**config.mk**
```make
export PLATFORM = sky130hd
export DESIGN_NAME = multicycle_seq_ctrl
export DESIGN_NICKNAME = d
export VERILOG_FILES = /design/src/rtl/multicycle_seq_ctrl.sv
export SDC_FILE = /design/constraint.sdc
export NUM_CORES = 1
export LEC_CHECK = 0
export CORE_MARGIN = 2
export CORE_UTILIZATION = 45
export DETAILED_ROUTE_END_ITERATION = 10
export PLACE_DENSITY = 0.8
export SLEW_MARGIN = 40
export SYNTH_ARGS = -nofsm -noshare
export SYNTH_HDL_FRONTEND = slang
export SYNTH_SLANG_ARGS = --single-unit
```
**constraint.sdc**
```tcl
create_clock -name clk -period 1.7 [get_ports clk]
set_input_delay 0.17 -clock clk [delete_from_list [all_inputs] [get_ports clk]]
set_output_delay 0.17 -clock clk [all_outputs]
set_load 0.02 [all_outputs]
```
**src/rtl/multicycle_seq_ctrl.sv**
```systemverilog
// Multi-cycle sequencer: fetch over req/ack, decode into ALU/regfile controls, one write-back per instruction.
// Define ILLEGAL_TRAP_EN to halt on illegal instructions; otherwise they retire as NOPs.
module multicycle_seq_ctrl #(
  parameter int unsigned TIMEOUT = 15
) (
  input  logic        clk,
  input  logic        reset_n,
  input  logic        run,
  output logic        imem_req,
  input  logic        imem_ack,
  input  logic [31:0] imem_rdata,
  output logic [31:0] instr,
  output logic [3:0]  alu_op,
  output logic        imm_signal,
  output logic        reg_write,
  output logic        pc_en,
  output logic        busy,
  output logic        fetch_err,
  output logic        illegal
);

  typedef enum logic [2:0] {
    S_IDLE,
    S_FETCH,
    S_DECODE,
    S_EXEC,
    S_WB,
    S_HALT
  } state_t;

  localparam logic [7:0] LP_WAIT_LAST = 8'(TIMEOUT - 1);

  state_t      r_state;
  state_t      w_next;
  logic [31:0] r_instr;
  logic [3:0]  r_alu_op;
  logic        r_imm;
  logic        r_legal;
  logic [7:0]  r_wait_cnt;
  logic        r_fetch_err;
  logic        r_illegal;

  logic        w_dec_legal;
  logic [3:0]  w_dec_alu;
  logic        w_dec_imm;
  logic        w_timeout;

  assign w_timeout = (r_wait_cnt == LP_WAIT_LAST);

  // Illegal encodings leave alu_op/imm_signal at their previous values.
  always_comb begin
    w_dec_legal = 1'b0;
    w_dec_alu   = r_alu_op;
    w_dec_imm   = r_imm;
    if (r_instr[31:26] == 6'b000000) begin
      w_dec_legal = 1'b1;
      w_dec_imm   = 1'b0;
      case (r_instr[5:0])
        6'b100000: w_dec_alu = 4'b0010;
        6'b100010: w_dec_alu = 4'b0110;
        6'b100100: w_dec_alu = 4'b0000;
        6'b100101: w_dec_alu = 4'b0001;
        6'b000000: w_dec_alu = 4'b1110;
        6'b000010: w_dec_alu = 4'b1100;
        default: begin
          w_dec_legal = 1'b0;
          w_dec_alu   = r_alu_op;
          w_dec_imm   = r_imm;
        end
      endcase
    end else if (r_instr[31:26] == 6'b111111) begin
      w_dec_legal = 1'b1;
      w_dec_alu   = 4'b0010;
      w_dec_imm   = 1'b1;
    end
  end

  always_comb begin
    w_next = r_state;
    case (r_state)
      S_IDLE:   if (run) w_next = S_FETCH;
      S_FETCH: begin
        if (imem_ack)       w_next = S_DECODE;
        else if (w_timeout) w_next = S_HALT;
      end
      S_DECODE: begin
`ifdef ILLEGAL_TRAP_EN
        w_next = w_dec_legal ? S_EXEC : S_HALT;
`else
        w_next = S_EXEC;
`endif
      end
      S_EXEC:   w_next = S_WB;
      S_WB:     w_next = run ? S_FETCH : S_IDLE;
      S_HALT:   w_next = S_HALT;
      default:  w_next = S_IDLE;
    endcase
  end

  always_ff @(posedge clk or negedge reset_n) begin
    if (!reset_n) begin
      r_state     <= S_IDLE;
      r_instr     <= '0;
      r_alu_op    <= '0;
      r_imm       <= 1'b0;
      r_legal     <= 1'b0;
      r_wait_cnt  <= '0;
      r_fetch_err <= 1'b0;
      r_illegal   <= 1'b0;
    end else begin
      r_state <= w_next;
      if (r_state == S_FETCH) begin
        if (imem_ack) begin
          r_instr    <= imem_rdata;
          r_wait_cnt <= '0;
        end else if (w_timeout) begin
          r_fetch_err <= 1'b1;
          r_wait_cnt  <= '0;
        end else begin
          r_wait_cnt <= r_wait_cnt + 8'd1;
        end
      end else begin
        r_wait_cnt <= '0;
      end
      if (r_state == S_DECODE) begin
        r_legal  <= w_dec_legal;
        r_alu_op <= w_dec_alu;
        r_imm    <= w_dec_imm;
        if (!w_dec_legal) r_illegal <= 1'b1;
      end
    end
  end

  assign imem_req   = (r_state == S_FETCH);
  assign busy       = (r_state != S_IDLE);
  assign reg_write  = (r_state == S_WB) && r_legal;
  assign pc_en      = (r_state == S_WB);
  assign instr      = r_instr;
  assign alu_op     = r_alu_op;
  assign imm_signal = r_imm;
  assign fetch_err  = r_fetch_err;
  assign illegal    = r_illegal;

endmodule

```
# ---- Word level (Yosys, flattened, before mapping)
# Index checks and enable logic that the tools add are counted.
dict set report word_totals {
  ram_bits 0
  mem_bits_ro 0
  n_memories 0
  elab_cells 57
  reg_bits 51
  input_bits 36
  latchBits 0
}
dict set report classes {
  n_reduce_logical 13
  n_mux 17
  shift 0
  div 0
  bitwise 2
  n_mul 0
  n_eq_ne 16
  add_sub_neg 1
  magnitude_cmp 0
}
# operator n
set ops {}
lappend ops {{$eq A6 B6 Y1 const B} 5}
lappend ops {{$mux W8} 3}
lappend ops {{$pmux W4 S6} 1}
lappend ops {{$pmux W3 S6} 1}
lappend ops {{$logic_not A6 Y1} 2}
lappend ops {{$mux W3} 3}
lappend ops {{$reduce_and A3 Y1} 3}
lappend ops {{$add A8 B1 Y8 const B} 1}
lappend ops {{$eq A8 B4 Y1 const B} 1}
lappend ops {{$mux W4} 2}
lappend ops {{$mux W1} 7}
lappend ops {{$ne A7 B1 Y1 const B} 1}
lappend ops {{$eq A3 B2 Y1 const B} 2}
lappend ops {{$eq A3 B3 Y1 const B} 2}
lappend ops {{$eq A6 B2 Y1 const B} 1}
lappend ops {{$reduce_and A2 Y1} 3}
lappend ops {{$reduce_or A6 Y1} 1}
lappend ops {{$ne A2 B2 Y1 const B} 2}
lappend ops {{$eq A3 B1 Y1 const B} 1}
lappend ops {{$logic_not A3 Y1} 1}
lappend ops {{$ne A3 B1 Y1 const B} 1}
lappend ops {{$reduce_bool A3 Y1} 1}
lappend ops {{$not A1 Y1} 2}
lappend ops {{$reduce_bool A2 Y1} 1}
lappend ops {{$logic_and A1 B1 Y1} 1}

# ---- Longest topological paths before layout
# Gate-level depths: netlist of run 1.
dict set report depth {
  ltp_word 6
  ltp_mapped 7
  mapped_depth_nobuf 5
}

# ---- Worst setup path after synthesis of run 1
# Ideal clock, no wire load.
dict set report synth_timing {
  kind {register to register}
  startpoint {register r_state[1]}
  endpoint {register r_instr[0], in the netlist instr[0]}
  setup_slack_ps 5
  synth_period_minus_slack_ps 1695
  setup_time_ps 125
  path_stages_with_launch 7
  t_required_ps 1575
  path_buffers 3
  t_arrival_ps 1570
  path_cell_list {dfrtp_1 buf_2 nor3b_4 and2_4 buf_12 buf_12 mux2_4}
}
dict set report synth_between {
  elab_chain_len 2
}
# element line_no
set synth_lines {}
lappend synth_lines {{from (decl)} 33} ;# state_t r_state;
lappend synth_lines {{from (signal assigned)} 111} ;# r_state <= w_next;
lappend synth_lines {{$eq A3 B1 Y1} --}
lappend synth_lines {{net imem_req} 9} ;# output logic imem_req,
lappend synth_lines {{$reduce_and A2 Y1 (no line)} --}
lappend synth_lines {{to (signal assigned)} 114} ;# r_instr <= imem_rdata;
lappend synth_lines {{to (decl)} 35} ;# logic [31:0] r_instr;
# The timed path passes the listed nets, and every way through them passes these cells.
# A chain may end at the register's enable or synchronous reset.

# ---- Worst setup path in the final report of run 1
dict set report layout_timing {
  startpoint {register r_state[2]}
  endpoint {output port busy}
}
dict set report layout_between {
  elab_chain_len 1
}
# element line_no
set layout_lines {}
lappend layout_lines {{$reduce_bool A3 Y1} 135} ;# assign busy = (r_state != S_IDLE);
lappend layout_lines {{to (decl)} 17} ;# output logic busy,
# No other way between the ends.

==> flow_summary.yaml, run 1 <==
hold_path:
  hp-class: "in2async"
logic_synthesis:
  synth_nets: 204
  synthCells: 166
  syn_avg_cell_area_um2: 13.78
  synth.largest_area_cell: "dfrtp_1"
  ys.flop_type: "dfrtp_1"
  netlist_area_um2: 2287
  synth.top_cell.area_share: 0.5580
  async_flop_share: 1.000
  yosys_warnings: 0
  synth_edf_count: 0
  ys_types: 35
  synth_seq_area_share: 0.5580
  yosys-top-cells-area: "dfrtp_1 (56%), mux2_4 (18%), buf_12 (3.5%)"
  ys_seq_elements: 51
clock_tree:
  clkSinkCount: 51
  cts_root_buffer: "clkbuf_8"
  clk_pin_slew_ns: 0.09
  cts_setup_buffers: 0
  clk_latency_ns: 0.30
  clk_path_buf_depth: 2
  ctsHtreeMaxLevel: 2
  cts_buffers: 5
  cts_tree: "done"
routing:
  wirelength_um: 4710
  drt_iter0_markers: 83
  firstDrtPassIters: 4
  final_antenna_net_count: 0
  wl_per_cell_um: 14.54
  viasPerCell: 4.796
  wl_met2_um: 2299
  highest-signal-layer: "met4"
  vias: 1554
  drt-met1-wl_um: 2060
  dr_wl_met3_um: 299
  drc_errors: 0
floorplanning:
  dieHeight_um: 75.29
  initial_utilization: 0.4748
  die_area_um2: 5669
  io_pins: 79
  num_rows: 25
  die_w_um: 75.29
  core_area_um2: 4817
status:
  status: "completed"
placed_design:
  dpl.hpwl_um: 3641
  portBuffers: 78
  finalWeightedCongestion: 0.8024
  dpl_worst_slack_ns: 0.03165
timing:
  grt_setup_unrepaired: "false"
  max_freq_mhz: 614.5
  setup_slack_ns: 0.07261
  tightest_slew_ns: 0.4426
  finalHoldViolCount: 0
  max_slew_margin: 0.7050
  period_minus_slack_ns: 1.627
  slew_violations: 0
  fin_skew_ns: 0.006833
  finalSetupTns_ns: 0
  finalCritPeriodShare: 0.9573
  finalSetupViolations: 0
global_route:
  grt_max_degree: 34
  track_usage: 0.1836
  grt-ovfl-total: 0
  grt_pass1_vias: 1585
  antenna_found_initial: 0
  grt_pass1_wl_um: 7617
critical_path:
  endpoint_kind: "output port"
  reg2reg_slack_ns: 0.13
  startpoint_type: "flop"
  crit_fanout: 6
  critical_path_required_ns: 1.53
  critical_path_class: "reg2out"
  worstPathArrival_ns: 1.46
final_layout:
  finalNetCount: 294
  final_cell_mix: "clkdlybuf4s50_1 (73), dfrtp_1 (50), mux2_4 (27)"
  fillers: 382
  finish.utilization: 0.6797
  mostFrequentLayoutCell: "clkdlybuf4s50_1"
  drive_above_1_share: 0.2179
  n_antenna_cell: 0
  area_growth_pct: 43.16
pwr:
  vdd_drop_max_v: 0.001030
  p_per_area_nw_per_um2: 1735
  p_leak_nw: 1.425
run:
  maxCapViolations: 0
## worst paths after layout
check	cells past startpoint	endpoint	startpoint
max in group asynchronous	3	r_state[0]$_DFFE_PN0P_	reset_n
hold / removal	2	r_wait_cnt[2]$_DFF_PN0_	reset_n
hold reg to reg	1	illegal$_DFFE_PN0P_	illegal$_DFFE_PN0P_
min in group clk	3	instr[5]$_DFFE_PN0P_	imem_rdata[5]
setup / recovery	3	busy	r_state[2]$_DFFE_PN0P_
setup reg to reg	4	instr[25]$_DFFE_PN0P_	r_state[1]$_DFFE_PN0P_
## kinds of logic (layout without fill, tap and decap cells)
| logic type | Yosys count | in the layout | share of synthesized area |
|---|---|---|---|
| compound gates | 15 | 15 | 0.04212 |
| xor+xnor | 6 | 6 | 0.02298 |
| fa+ha+maj | 2 | 2 | 0.01094 |
| buf+inv | 12 | 103 | 0.04924 |
| flops | 51 | 51 | 0.5580 |
| mux | 31 | 31 | 0.1969 |
| simple gates | 49 | 49 | 0.1198 |
## metal layers
layer  up-vias  track usage
li1        751            -
met5         -            0
met1       751       0.2441
met3         7      0.05820
met4         0      0.05848
met2        45       0.2889
## worst max-delay path: stages (launching register included)
cell	delay, ns
dfrtp_1	0.42
buf_4	0.17
or3_1	0.29
clkdlybuf4s15_1	0.29
## layout make-up
cell class	instances	area [µm²]	area share
multi-input cells	103	914.6	0.2793
repair buffers	90	898.4	0.2744
clock buffers	7	76.32	0.02331
well taps	67	83.83	0.02560
flip-flops and latches	51	1277	0.3901
clock inverters	1	5.005	0.001528
inverters	5	18.77	0.005732
## Yosys cell counts, types with 3 or more instances
cell type and number:
a21oi_1 4, o21ai_0 3, dfrtp_1 51, mux2_4 27
and2_1 5, nor2_1 14, mux2_2 4, inv_1 5
nand4_1 3, nand2_1 7, buf_12 4, xor2_1 5
## repair_timing
action	in CTS	in global routing
hold buffers	1	0
resized for setup	4	7
endpoints found under the hold margin	18	0
endpoints found under the setup margin	4	9
## stage by stage
stage	hold WS (ns)	power, mW	cell area (µm²)	std cells
after floorplan	-0.1256	3.781	2287	166
after global placement	0.1418	4.995	3173	315
after detailed placement	0.1441	5.066	3173	315
after CTS	0.3616	5.716	3259	324
after global routing	0.3707	6.000	3274	324
final	0.3409	5.682	3274	324
## registers in the layout, indices dropped and copies added, names as in the netlist
| register | cells |
|---|---|
| r_state | 3 |
| r_wait_cnt | 8 |
| illegal | 1 |
| fetch_err | 1 |
| instr | 32 |
| r_legal | 1 |
| alu_op | 4 |
| imm_signal | 1 |
## where the power goes
group / total, mW / switching [mW] / internal [mW]
sequential: 2.06 / 0.379 / 1.69
combinational: 2.96 / 1.26 / 1.69
clock: 0.660 / 0.370 / 0.290
Note: power is estimated with default switching activity, not from simulation.
==> run 2: changes to the inputs <==
--- a/config.mk
+++ b/config.mk
@@ -9,7 +9,7 @@
 export CORE_UTILIZATION = 45
 export DETAILED_ROUTE_END_ITERATION = 10
 export PLACE_DENSITY = 0.8
-export SLEW_MARGIN = 40
+export SKIP_LAST_GASP = 1
 export SYNTH_ARGS = -nofsm -noshare
 export SYNTH_HDL_FRONTEND = slang
 export SYNTH_SLANG_ARGS = --single-unit
==> results of run 2 <==
The final DEF is identical to that of run 1; final timing and power are the same.
